==> config.mk <==
export PLATFORM = sky130hd
export DESIGN_NAME = mq_interval_update
export DESIGN_NICKNAME = d
export VERILOG_FILES = /design/src/rtl/mq_pkg.sv /design/src/rtl/mq_qe_rom.sv /design/src/rtl/mq_interval_update.sv
export SDC_FILE = /design/constraint.sdc
export NUM_CORES = 1
export LEC_CHECK = 0
export CORE_ASPECT_RATIO = 1.4
export CORE_MARGIN = 4
export CORE_UTILIZATION = 40
export CTS_BUF_LIST = sky130_fd_sc_hd__clkbuf_4
export DETAILED_ROUTE_END_ITERATION = 6
export GPL_TIMING_DRIVEN = 0
export SLEW_MARGIN = 15
export SYNTH_ARGS = -nofsm -noshare
export SYNTH_HDL_FRONTEND = slang
export SYNTH_SLANG_ARGS = --single-unit
export TNS_END_PERCENT = 5
==> constraint.sdc <==
create_clock -name clk -period 14.6 [get_ports clk]
set_input_delay 2.19 -clock clk [delete_from_list [all_inputs] [get_ports clk]]
set_output_delay 2.19 -clock clk [all_outputs]
set_load 0.1 [all_outputs]
==> src/rtl/mq_pkg.sv <==
// Shared constants for the MQ arithmetic coder: probability-state tables,
// interval initial value and the initial context assignment.
package mq_pkg;

    localparam int          NUM_CX  = 19;
    localparam int          NUM_ST  = 47;
    localparam logic [15:0] A_INIT  = 16'h8000;

    typedef struct packed {
        logic [5:0] idx;
        logic       mps;
    } cx_entry_t;

    localparam logic [15:0] QE_TAB [0:NUM_ST-1] = '{
        16'h5601, 16'h3401, 16'h1801, 16'h0AC1, 16'h0521, 16'h0221, 16'h5601, 16'h5401,
        16'h4801, 16'h3801, 16'h3001, 16'h2401, 16'h1C01, 16'h1601, 16'h5601, 16'h5401,
        16'h5101, 16'h4801, 16'h3801, 16'h3401, 16'h3001, 16'h2801, 16'h2401, 16'h2201,
        16'h1C01, 16'h1801, 16'h1601, 16'h1401, 16'h1201, 16'h1101, 16'h0AC1, 16'h09C1,
        16'h08A1, 16'h0521, 16'h0441, 16'h02A1, 16'h0221, 16'h0141, 16'h0111, 16'h0085,
        16'h0049, 16'h0025, 16'h0015, 16'h0009, 16'h0005, 16'h0001, 16'h5601
    };

    localparam logic [5:0] NMPS_TAB [0:NUM_ST-1] = '{
        6'd1,  6'd2,  6'd3,  6'd4,  6'd5,  6'd38, 6'd7,  6'd8,
        6'd9,  6'd10, 6'd11, 6'd12, 6'd13, 6'd29, 6'd15, 6'd16,
        6'd17, 6'd18, 6'd19, 6'd20, 6'd21, 6'd22, 6'd23, 6'd24,
        6'd25, 6'd26, 6'd27, 6'd28, 6'd29, 6'd30, 6'd31, 6'd32,
        6'd33, 6'd34, 6'd35, 6'd36, 6'd37, 6'd38, 6'd39, 6'd40,
        6'd41, 6'd42, 6'd43, 6'd44, 6'd45, 6'd45, 6'd46
    };

    localparam logic [5:0] NLPS_TAB [0:NUM_ST-1] = '{
        6'd1,  6'd6,  6'd9,  6'd12, 6'd29, 6'd33, 6'd6,  6'd14,
        6'd14, 6'd14, 6'd17, 6'd18, 6'd20, 6'd21, 6'd14, 6'd14,
        6'd15, 6'd16, 6'd17, 6'd18, 6'd19, 6'd19, 6'd20, 6'd21,
        6'd22, 6'd23, 6'd24, 6'd25, 6'd26, 6'd27, 6'd28, 6'd29,
        6'd30, 6'd31, 6'd32, 6'd33, 6'd34, 6'd35, 6'd36, 6'd37,
        6'd38, 6'd39, 6'd40, 6'd41, 6'd42, 6'd43, 6'd46
    };

    localparam logic SWITCH_TAB [0:NUM_ST-1] = '{
        1'b1, 1'b0, 1'b0, 1'b0, 1'b0, 1'b0, 1'b1, 1'b0,
        1'b0, 1'b0, 1'b0, 1'b0, 1'b0, 1'b0, 1'b1, 1'b0,
        1'b0, 1'b0, 1'b0, 1'b0, 1'b0, 1'b0, 1'b0, 1'b0,
        1'b0, 1'b0, 1'b0, 1'b0, 1'b0, 1'b0, 1'b0, 1'b0,
        1'b0, 1'b0, 1'b0, 1'b0, 1'b0, 1'b0, 1'b0, 1'b0,
        1'b0, 1'b0, 1'b0, 1'b0, 1'b0, 1'b0, 1'b0
    };

    // Uniform context 18, run-length context 17 and zero-coding context 0
    // start in non-zero states; every other context starts at state 0.
    localparam cx_entry_t CX_INIT [0:NUM_CX-1] = '{
        '{idx: 6'd4,  mps: 1'b0}, '{idx: 6'd0,  mps: 1'b0}, '{idx: 6'd0,  mps: 1'b0},
        '{idx: 6'd0,  mps: 1'b0}, '{idx: 6'd0,  mps: 1'b0}, '{idx: 6'd0,  mps: 1'b0},
        '{idx: 6'd0,  mps: 1'b0}, '{idx: 6'd0,  mps: 1'b0}, '{idx: 6'd0,  mps: 1'b0},
        '{idx: 6'd0,  mps: 1'b0}, '{idx: 6'd0,  mps: 1'b0}, '{idx: 6'd0,  mps: 1'b0},
        '{idx: 6'd0,  mps: 1'b0}, '{idx: 6'd0,  mps: 1'b0}, '{idx: 6'd0,  mps: 1'b0},
        '{idx: 6'd0,  mps: 1'b0}, '{idx: 6'd0,  mps: 1'b0}, '{idx: 6'd3,  mps: 1'b0},
        '{idx: 6'd46, mps: 1'b0}
    };

endpackage

==> src/rtl/mq_qe_rom.sv <==
// Combinational probability-state lookup: state index -> Qe and transitions.
module mq_qe_rom
    import mq_pkg::*;
(
    input  logic [5:0]  idx_in,
    output logic [15:0] qe_out,
    output logic [5:0]  nmps_out,
    output logic [5:0]  nlps_out,
    output logic        switch_out
);

    logic [5:0] idx_c;

    always_comb begin
        // Indices 47..63 never occur; fold them onto the terminal state.
        idx_c      = (idx_in < 6'(NUM_ST)) ? idx_in : 6'd46;
        qe_out     = QE_TAB[idx_c];
        nmps_out   = NMPS_TAB[idx_c];
        nlps_out   = NLPS_TAB[idx_c];
        switch_out = SWITCH_TAB[idx_c];
    end

endmodule

==> src/rtl/mq_interval_update.sv <==
// MQ coder interval/probability update: codes one symbol per cycle, updating
// the context table and interval A, and emits registered renormalisation data.
module mq_interval_update
    import mq_pkg::*;
(
    input  logic        clk,
    input  logic        rst,
    input  logic [4:0]  cx_in,
    input  logic        d_in,
    input  logic        valid_in,
    input  logic        flush_in,
    input  logic        init_in,
    output logic        valid_out,
    output logic [15:0] qe_out,
    output logic        add_qe_out,
    output logic [3:0]  shift_out,
    output logic [15:0] a_out,
    output logic        flush_out,
    output logic        cx_err
);

    cx_entry_t   cx_q [0:NUM_CX-1];
    cx_entry_t   cx_d [0:NUM_CX-1];
    logic [15:0] a_q, a_d;
    logic        valid_out_q, valid_out_d;
    logic [15:0] qe_out_q, qe_out_d;
    logic        add_qe_out_q, add_qe_out_d;
    logic [3:0]  shift_out_q, shift_out_d;
    logic [15:0] a_out_q, a_out_d;
    logic        flush_out_q, flush_out_d;
    logic        cx_err_q, cx_err_d;

    logic        cx_legal;
    logic [4:0]  cx_sel;
    logic        sym_go;
    cx_entry_t   entry;
    cx_entry_t   entry_upd;
    logic [15:0] rom_qe;
    logic [5:0]  rom_nmps;
    logic [5:0]  rom_nlps;
    logic        rom_switch;
    logic [15:0] at;
    logic [15:0] a_new;
    logic        add_qe;
    logic        renorm;
    logic [3:0]  shift_c;
    logic [15:0] a_ren;

    // Position of the most significant set bit, expressed as a left-shift count.
    function automatic logic [3:0] lzc16(input logic [15:0] v);
        logic [3:0] n;
        n = 4'd15;
        for (int i = 0; i < 16; i++) begin
            if (v[i]) n = 4'(15 - i);
        end
        return n;
    endfunction

    assign cx_legal = (cx_in < 5'(NUM_CX));
    assign cx_sel   = cx_legal ? cx_in : 5'd0;
    assign sym_go   = valid_in && cx_legal && !init_in;
    assign entry    = cx_q[cx_sel];

    mq_qe_rom u_rom (
        .idx_in     (entry.idx),
        .qe_out     (rom_qe),
        .nmps_out   (rom_nmps),
        .nlps_out   (rom_nlps),
        .switch_out (rom_switch)
    );

    always_comb begin
        at        = a_q - rom_qe;
        a_new     = at;
        add_qe    = 1'b1;
        renorm    = 1'b0;
        entry_upd = entry;
        if (d_in == entry.mps) begin
            if (!at[15]) begin
                renorm        = 1'b1;
                entry_upd.idx = rom_nmps;
                if (at < rom_qe) begin
                    a_new  = rom_qe;
                    add_qe = 1'b0;
                end
            end
        end else begin
            renorm        = 1'b1;
            entry_upd.idx = rom_nlps;
            entry_upd.mps = entry.mps ^ rom_switch;
            if (!(at < rom_qe)) begin
                a_new  = rom_qe;
                add_qe = 1'b0;
            end
        end
        shift_c = renorm ? lzc16(a_new) : 4'd0;
        a_ren   = a_new << shift_c;
    end

    always_comb begin
        cx_d         = cx_q;
        a_d          = a_q;
        qe_out_d     = qe_out_q;
        add_qe_out_d = add_qe_out_q;
        shift_out_d  = shift_out_q;
        a_out_d      = a_out_q;
        valid_out_d  = sym_go;
        flush_out_d  = flush_in && !init_in;
        cx_err_d     = cx_err_q | (valid_in && !cx_legal);

        if (sym_go) begin
            qe_out_d     = rom_qe;
            add_qe_out_d = add_qe;
            shift_out_d  = shift_c;
            a_out_d      = a_ren;
            a_d          = a_ren;
            cx_d[cx_sel] = entry_upd;
        end
        // A flushed codeword restarts its interval after the last symbol.
        if (flush_in) begin
            a_d = A_INIT;
        end
        if (init_in) begin
            a_d     = A_INIT;
            a_out_d = A_INIT;
            cx_d    = CX_INIT;
        end
    end

    always_ff @(posedge clk) begin
        if (rst) begin
            cx_q         <= CX_INIT;
            a_q          <= A_INIT;
            valid_out_q  <= 1'b0;
            qe_out_q     <= 16'h0000;
            add_qe_out_q <= 1'b0;
            shift_out_q  <= 4'd0;
            a_out_q      <= A_INIT;
            flush_out_q  <= 1'b0;
            cx_err_q     <= 1'b0;
        end else begin
            cx_q         <= cx_d;
            a_q          <= a_d;
            valid_out_q  <= valid_out_d;
            qe_out_q     <= qe_out_d;
            add_qe_out_q <= add_qe_out_d;
            shift_out_q  <= shift_out_d;
            a_out_q      <= a_out_d;
            flush_out_q  <= flush_out_d;
            cx_err_q     <= cx_err_d;
        end
    end

    assign valid_out  = valid_out_q;
    assign qe_out     = qe_out_q;
    assign add_qe_out = add_qe_out_q;
    assign shift_out  = shift_out_q;
    assign a_out      = a_out_q;
    assign flush_out  = flush_out_q;
    assign cx_err     = cx_err_q;

endmodule

# [Word-level counts from Yosys, hierarchy flattened]
# Memories as Yosys holds them, arrays and structs flattened.
# Index checks and enable logic that the tools add are counted.
[word_totals] ff_bits=189 latch_bits=0 ramBits=0 rom_bits=1856 inputBits=11 out_inout_bits=40 word_cells=117 n_memories=4
[classes] n_addsub=1 mul=0 div=0 n_lt_le_gt_ge=6 n_eq_ne=1 shifts=1 n_mux=45 bitwise=4 reduce_logical=9
[memory_table] name="(name not given)" words=64 width=16 read_ports=1 rd_ports_with_merged_regs=0 write_ports=0 line="mq_qe_rom.sv:17" source="qe_out = QE_TAB[idx_c];"
[memory_table] name="(name not given)" words=64 width=6 read_ports=1 rd_ports_with_merged_regs=0 write_ports=0 line="mq_qe_rom.sv:19" source="nlps_out = NLPS_TAB[idx_c];"
[memory_table] name="(name not given)" words=64 width=6 read_ports=1 rd_ports_with_merged_regs=0 write_ports=0 line="mq_qe_rom.sv:18" source="nmps_out = NMPS_TAB[idx_c];"
[memory_table] name="(name not given)" words=64 width=1 read_ports=1 rd_ports_with_merged_regs=0 write_ports=0 line="mq_qe_rom.sv:20" source="switch_out = SWITCH_TAB[idx_c];"
[op_table] op="$bwmux W133" n=1
[op_table] op="$mux W16" n=6
[op_table] op="$mux W4" n=15
[op_table] op="$mux W6" n=7
[op_table] op="$bmux W7 S5" n=1
[op_table] op="$demux W7 S5" n=1
[op_table] op="$mux W7" n=3
[op_table] op="$lt A16 B16 Y1" n=1
[op_table] op="$shl A16 B4 Y16" n=1
[op_table] op="$sub A16 B16 Y16" n=1
[op_table] op="$mux W1" n=10
[op_table] op="$ge A7 B7 Y1 const B" n=1
[op_table] op="$not A6 Y7" n=1
[op_table] op="$ge A6 B6 Y1 const B" n=1
[op_table] op="$lt A6 B1 Y1 const B" n=1
[op_table] op="$lt A6 B6 Y1 const B" n=1
[op_table] op="$not A5 Y6" n=1
[op_table] op="$logic_and A1 B1 Y1" n=5
[op_table] op="$lt A5 B5 Y1 const B" n=1
[op_table] op="$mux W5" n=1
[op_table] op="$reduce_or A3 Y1" n=1
[op_table] op="$logic_not A1 Y1" n=2
[op_table] op="$reduce_or A2 Y1" n=1
[op_table] op="$eq A1 B1 Y1" n=1
[op_table] op="2 further kinds" n=2

# [Depth between registers and ports, before layout]
[logic_depth] depth_word=34 depth_mapped=45 depth_no_buf=37

# [Hierarchy]
# Synthesis repeated with hierarchy kept, for this count alone.
[hier_totals] cells_unflattened=1385 hier_area_um2=11164.5
[modules_own_cells] module="mq_interval_update" instances=1 cells_per_inst=1185 area_each_um2=9892.0 seq_area_each_um2=3783.6
[modules_own_cells] module="mq_qe_rom" instances=1 cells_per_inst=200 area_each_um2=1272.5 seq_area_each_um2=0.0

# [Least setup slack after synthesis]
# OpenSTA, ideal clock, no wires.
[synth_path] kind="input to register" start="input cx_in[3]" end="register a_q[15]" setup_ns=0.079 t_arrival_ns=11.200 required_ns=14.521 setup_slack_ns=3.321 stages=39 path_buffers=6 cell_sequence="buf_6 a211o_1 a21oi_4 buf_6 o221ai_2 a221oi_2 a21o_1 buf_2 buf_2 a31oi_1 o21bai_1 inv_1 ha_1 clkbuf_1 nand2_1 a21oi_1 nand3_1 and3_1 (+3 left out) a21oi_1 o31ai_1 a21boi_0 nor4b_1 or4_1 ha_1 a22oi_1 nand2_1 o31a_1 o311ai_1 nand2_2 clkbuf_1 o31a_1 or4b_4 nand3_2 o21ba_1 or4_4 a32oi_2"
[synth_between] elab_chain_cells=34 word_cells_on_any_way=40 classes_between="add/sub (1); order compare (3); eq/ne (1); shift (1); mux (29); bitwise (2); reduce/logical (2); memory (1)"
[synth_rtl] element="start: declaration" line="mq_interval_update.sv:8" source="input logic [4:0] cx_in,"
[synth_rtl] element="$lt A5 B5 Y1" line="mq_interval_update.sv:59" source="assign cx_legal = (cx_in < 5'(NUM_CX));"
[synth_rtl] element="$mux W5" line="mq_interval_update.sv:60" source="assign cx_sel = cx_legal ? cx_in : 5'd0;"
[synth_rtl] element="$not A5 Y6 (not written as such)" line="mq_interval_update.sv:62" source="assign entry = cx_q[cx_sel];"
[synth_rtl] element="$bmux W7 S5" line="mq_interval_update.sv:62"
[synth_rtl] element="$mux W7 (not written as such) (2 in series)" line="mq_interval_update.sv:62"
[synth_rtl] element="$lt A6 B6 Y1" line="mq_qe_rom.sv:16" source="idx_c = (idx_in < 6'(NUM_ST)) ? idx_in : 6'd46;"
[synth_rtl] element="$mux W6" line="mq_qe_rom.sv:16"
[synth_rtl] element="$not A6 Y7 (not written as such)" line="mq_qe_rom.sv:17"
[synth_rtl] element="(+4 left out)"
[synth_rtl] element="$lt A16 B16 Y1" line="mq_interval_update.sv:82, mq_interval_update.sv:91"
[synth_rtl] element="$mux W16" line="mq_interval_update.sv:82" source="if (at < rom_qe) begin"
[synth_rtl] element="$mux W16" line="mq_interval_update.sv:79" source="if (!at[15]) begin"
[synth_rtl] element="$mux W16" line="mq_interval_update.sv:78" source="if (d_in == entry.mps) begin"
[synth_rtl] element="$mux W1" line="mq_interval_update.sv:54" source="if (v[i]) n = 4'(15 - i);"
[synth_rtl] element="$mux W4 (14 in series)" line="mq_interval_update.sv:54"
[synth_rtl] element="$mux W4" line="mq_interval_update.sv:96" source="shift_c = renorm ? lzc16(a_new) : 4'd0;"
[synth_rtl] element="$shl A16 B4 Y16" line="mq_interval_update.sv:97" source="a_ren = a_new << shift_c;"
[synth_rtl] element="end signal: assignment" line="mq_interval_update.sv:133" source="a_q <= A_INIT;"
[synth_rtl] element="end signal: assignment" line="mq_interval_update.sv:143" source="a_q <= a_d;"
[synth_rtl] element="end: declaration" line="mq_interval_update.sv:24" source="logic [15:0] a_q, a_d;"
# Several ways; a longest one is shown, not always the timed one. The select of a mux whose other input is x is not followed.
# A chain may end at the register's enable or synchronous reset.

# [Worst setup path after layout]
[layout_path] start="input cx_in[0]" end="register a_out_q[6], in the netlist a_out[6]"
[layout_between] elab_chain_cells=34 word_cells_on_any_way=40 classes_between="add/sub (1); order compare (3); eq/ne (1); shift (1); mux (29); bitwise (2); reduce/logical (2); memory (1)"
[layout_rtl] element="$lt A5 B5 Y1" line="mq_interval_update.sv:59"
[layout_rtl] element="$mux W5" line="mq_interval_update.sv:60"
[layout_rtl] element="$not A5 Y6 (not written as such)" line="mq_interval_update.sv:62"
[layout_rtl] element="$bmux W7 S5" line="mq_interval_update.sv:62"
[layout_rtl] element="$mux W7 (not written as such) (2 in series)" line="mq_interval_update.sv:62"
[layout_rtl] element="$lt A6 B6 Y1" line="mq_qe_rom.sv:16"
[layout_rtl] element="$mux W6" line="mq_qe_rom.sv:16"
[layout_rtl] element="$not A6 Y7 (not written as such)" line="mq_qe_rom.sv:17"
[layout_rtl] element="(+4 left out)"
[layout_rtl] element="$lt A16 B16 Y1" line="mq_interval_update.sv:82, mq_interval_update.sv:91"
[layout_rtl] element="$mux W16" line="mq_interval_update.sv:82"
[layout_rtl] element="$mux W16" line="mq_interval_update.sv:79"
[layout_rtl] element="$mux W16" line="mq_interval_update.sv:78"
[layout_rtl] element="$mux W1" line="mq_interval_update.sv:54"
[layout_rtl] element="$mux W4 (14 in series)" line="mq_interval_update.sv:54"
[layout_rtl] element="$mux W4" line="mq_interval_update.sv:96"
[layout_rtl] element="$shl A16 B4 Y16" line="mq_interval_update.sv:97"
[layout_rtl] element="end signal: assignment" line="mq_interval_update.sv:148" source="a_out_q <= a_out_d;"
[layout_rtl] element="end: declaration" line="mq_interval_update.sv:29" source="logic [15:0] a_out_q, a_out_d;"
# Several ways; a longest one is shown, not always the timed one. The select of a mux whose other input is x is not followed.

==> results.sh <==
export IMPL_status="completed"
export IMPL_path_buf_inv=12
export IMPL_clock_path_buffers=2
export IMPL_nNetsFinal=1595
export IMPL_final_hold_viol_count=0
export IMPL_avgSynthCellArea_um2=8.19
export IMPL_post_cts_buffers=0
export IMPL_reg2regPathDepth=37
export IMPL_grt_usage=0.270
export IMPL_cts_root_buffer="clkbuf_4"
export IMPL_synth_seq_cells=187
export IMPL_dr_pass1_iters=5
export IMPL_yosysSeqAreaShare=0.312
export IMPL_reg2reg_from="cx_q[20]"
export IMPL_cts_clk_slew_worst_paths_ns=0.15
export IMPL_initial_core_util=0.408
export IMPL_antenna_found_initial=1
export IMPL_critPathMaxStageDelay_ns=0.65
export IMPL_fin_hold_ws_ns=0.468
export IMPL_synth_area_um2=12000
export IMPL_cts_max_level=4
export IMPL_place_area_um2=13100
export IMPL_wl_per_cell_um=23.4
export IMPL_grt_pass1_wl_um=68600
export IMPL_cp_arrival_ns=14.54
export IMPL_async_reset_ff_frac=0
export IMPL_coreArea_um2=29400
export IMPL_ir_drop_mv=0.0579
export IMPL_dieArea_um2=32900
export IMPL_min_path_cells=2
export IMPL_dp_hpwl_um=35200
export IMPL_die_h_um=213
export IMPL_setup_viol=0
export IMPL_period_share=0.962
export IMPL_critPathSlowestCell="or4_1"
export IMPL_synth_area_mux_share=0.0647
export IMPL_grt_overflow_total=0
export IMPL_drt_wl_total_um=45300
export IMPL_place_gp_congestion=0.949
export IMPL_worstSetupStartpointType="input port"
export IMPL_critical_path_class="in2reg"
export IMPL_cpLargestDelayFamily="compound AO/OA/AOI/OAI gates"
export IMPL_finalMaxSlewViolations=0
export IMPL_grt_pass1_vias=11600
export IMPL_synth_edff_count=0
export IMPL_rsz0062_at_grt="no"
export IMPL_worst_pin_slew_ns=1.29
export IMPL_cp_num_cells=43
export IMPL_numCtsBuffers=17
export IMPL_syn_to_final_growth_pct=11.2
export IMPL_cp_startpoint="cx_in[0]"
export IMPL_yosys_area_share_simple=0.215
export IMPL_cts_sinks=187
export IMPL_mostFrequentLayoutCells="nor2_1 (245), dfxtp_1 (187), nand2_1 (127)"
export IMPL_maxSlewHeadroom=0.137
export IMPL_worstPathMaxFanout=10
export IMPL_die_w_um=154
export IMPL_critPathCaptureType="register"
export IMPL_fin_crit_ns=14.04
export IMPL_drc=0
export IMPL_drt_iter0_drc=923
export IMPL_layout_commonest_cell="nor2_1"
export IMPL_synth_fa_ha_area_frac=0.0437
export IMPL_drive_above_1_share=0.107
export IMPL_p_per_area_nw_per_um2=152
export IMPL_maxCapViolations=0
export IMPL_crit_path_end="a_out[6]"
export IMPL_pin_count=51
export IMPL_fin_tns_setup_ns=0
export IMPL_synth_compound_area_frac=0.309
export IMPL_rows=74
export IMPL_cp_data_required_time_ns=15.09
export IMPL_cts_tree="done"
export IMPL_synth_flop_cell="dfxtp_1"
export IMPL_ys_warn_count=0
export IMPL_clock_latency_ns=0.63
export IMPL_synth_top_family_by_area="compound AO/OA/AOI/OAI gates"
export IMPL_fin_skew_ns=0.0303
export IMPL_r2r_end="a_out[6]"
export IMPL_syn_inst=1466
export IMPL_via_per_inst=6.23
export IMPL_hp_class="reg2reg"
export IMPL_r2r_slack_ns=3.21
export IMPL_synth_xor_area_frac=0.00583
export IMPL_portBuffers=48
export IMPL_fin_area_um2=13400
export IMPL_netlist_cell_type_count=117
export IMPL_ant_nets=0
export IMPL_vias=12063
export IMPL_fmax_mhz=71.2
export IMPL_grt_max_degree=18
export IMPL_p_leak_nw=4.51
## synthesized netlist by cell type (6+ instances only)
cell type  count  area share
o31ai_1        8      0.0050
a21oi_1       97       0.040
dfxtp_1      187        0.31
o221ai_1      18       0.013
and2_1         7      0.0036
nor2b_1        8      0.0042
a211oi_1      85       0.053
nand4_1        9      0.0047
o21ai_1        8      0.0033
buf_6         11       0.010
o2111ai_1      6      0.0044
nor4_1         6      0.0031
o32a_1        10      0.0083
ha_1          42       0.044
o21ai_0       51       0.021
nor2_1       245       0.077
clkbuf_1      44       0.014
nor3b_1        7      0.0044
o211ai_1      22       0.014
buf_2         21      0.0087
or3_1         12      0.0062
a31oi_1       24       0.012
a211o_1        6      0.0044
nand2_1      127       0.040
mux2i_1       74       0.062
a221oi_2       8       0.010
o21a_1        11      0.0069
a22oi_1        9      0.0056
nor3_1        36       0.015
nand3_1       26       0.011
inv_1         30      0.0094
a221oi_1       6      0.0044
a21o_1         8      0.0050
and3_1        12      0.0062
nand2b_1      10      0.0052
buf_4          9      0.0056
## through the flow
step / setup slack (ns) / power, W / utilization / std cells
4_1_cts: 0.233 / 0.00199 / 0.452 / 1934
3_3_place_gp: -0.435 / 0.00172 / 0.441 / 1895
2_1_floorplan: 3.32 / 0.00139 / - / 1467
6_report: 0.558 / 0.00203 / 0.454 / 1936
3_5_place_dp: -0.321 / 0.00171 / 0.444 / 1902
5_1_grt: 0.00885 / 0.00214 / 0.454 / 1936
## metal layers
| metal | global-route usage | wire, um |
|---|---|---|
| met3 | 0.0343 | 2270 |
| met2 | 0.487 | 22800 |
| met4 | 0.179 | 3340 |
| met5 | 0 | 0 |
| met1 | 0.294 | 16900 |
## sequential cells by signal, summed over array words and instances (netlist names)
register    cells
qe_out         14
a_out          16
a_q            16
cx_q          133
flush_out       1
valid_out       1
add_qe_out      1
cx_err          1
shift_out       4
## cell type report
class | count | area, um2
clock inverter | 13 | 110
multi-input combinational | 1160 | 7740
timing repair buffer | 56 | 544
fill | 3053 | 16100
inverter | 30 | 113
sequential | 187 | 3740
tap | 380 | 475
antenna | 1 | 2.50
buffer | 90 | 480
clock buffer | 19 | 143
## timing repair
item	CTS	global route
resized for setup	0	4
setup endpoints to repair	0	33
hold buffers	0	0
## power by group
part	total, W	internal (W)	switching, W
sequential	0.000533	0.000524	0.00000963
clock	0.000282	0.0000761	0.000206
combinational	0.00121	0.000359	0.000856
total	0.00203	0.000959	0.00107
## how the worst min path moves through the flow
stage | from | to | slack, ns
CTS | qe_out[2] | qe_out[2] | 0.47
finish | add_qe_out | add_qe_out | 0.47
global route | qe_out[2] | qe_out[2] | 0.49
floorplan | cx_q[10] | cx_q[10] | 0.43
detailed placement | qe_out[0] | qe_out[0] | 0.44
global placement | qe_out[0] | qe_out[0] | 0.44
## worst min-delay path: stages (launching register included)
cell	delay [ns]
dfxtp_1	0.34
nand2_1	0.05
a21oi_1	0.05
## kinds of logic after synthesis
logic type,after synthesis
other cells,1
xor+xnor,8
simple gates,551
compound gates,480
flops,187
buf+inv,120
fa+ha+maj,42
mux,77
Note: power is estimated with default switching activity, not from simulation.
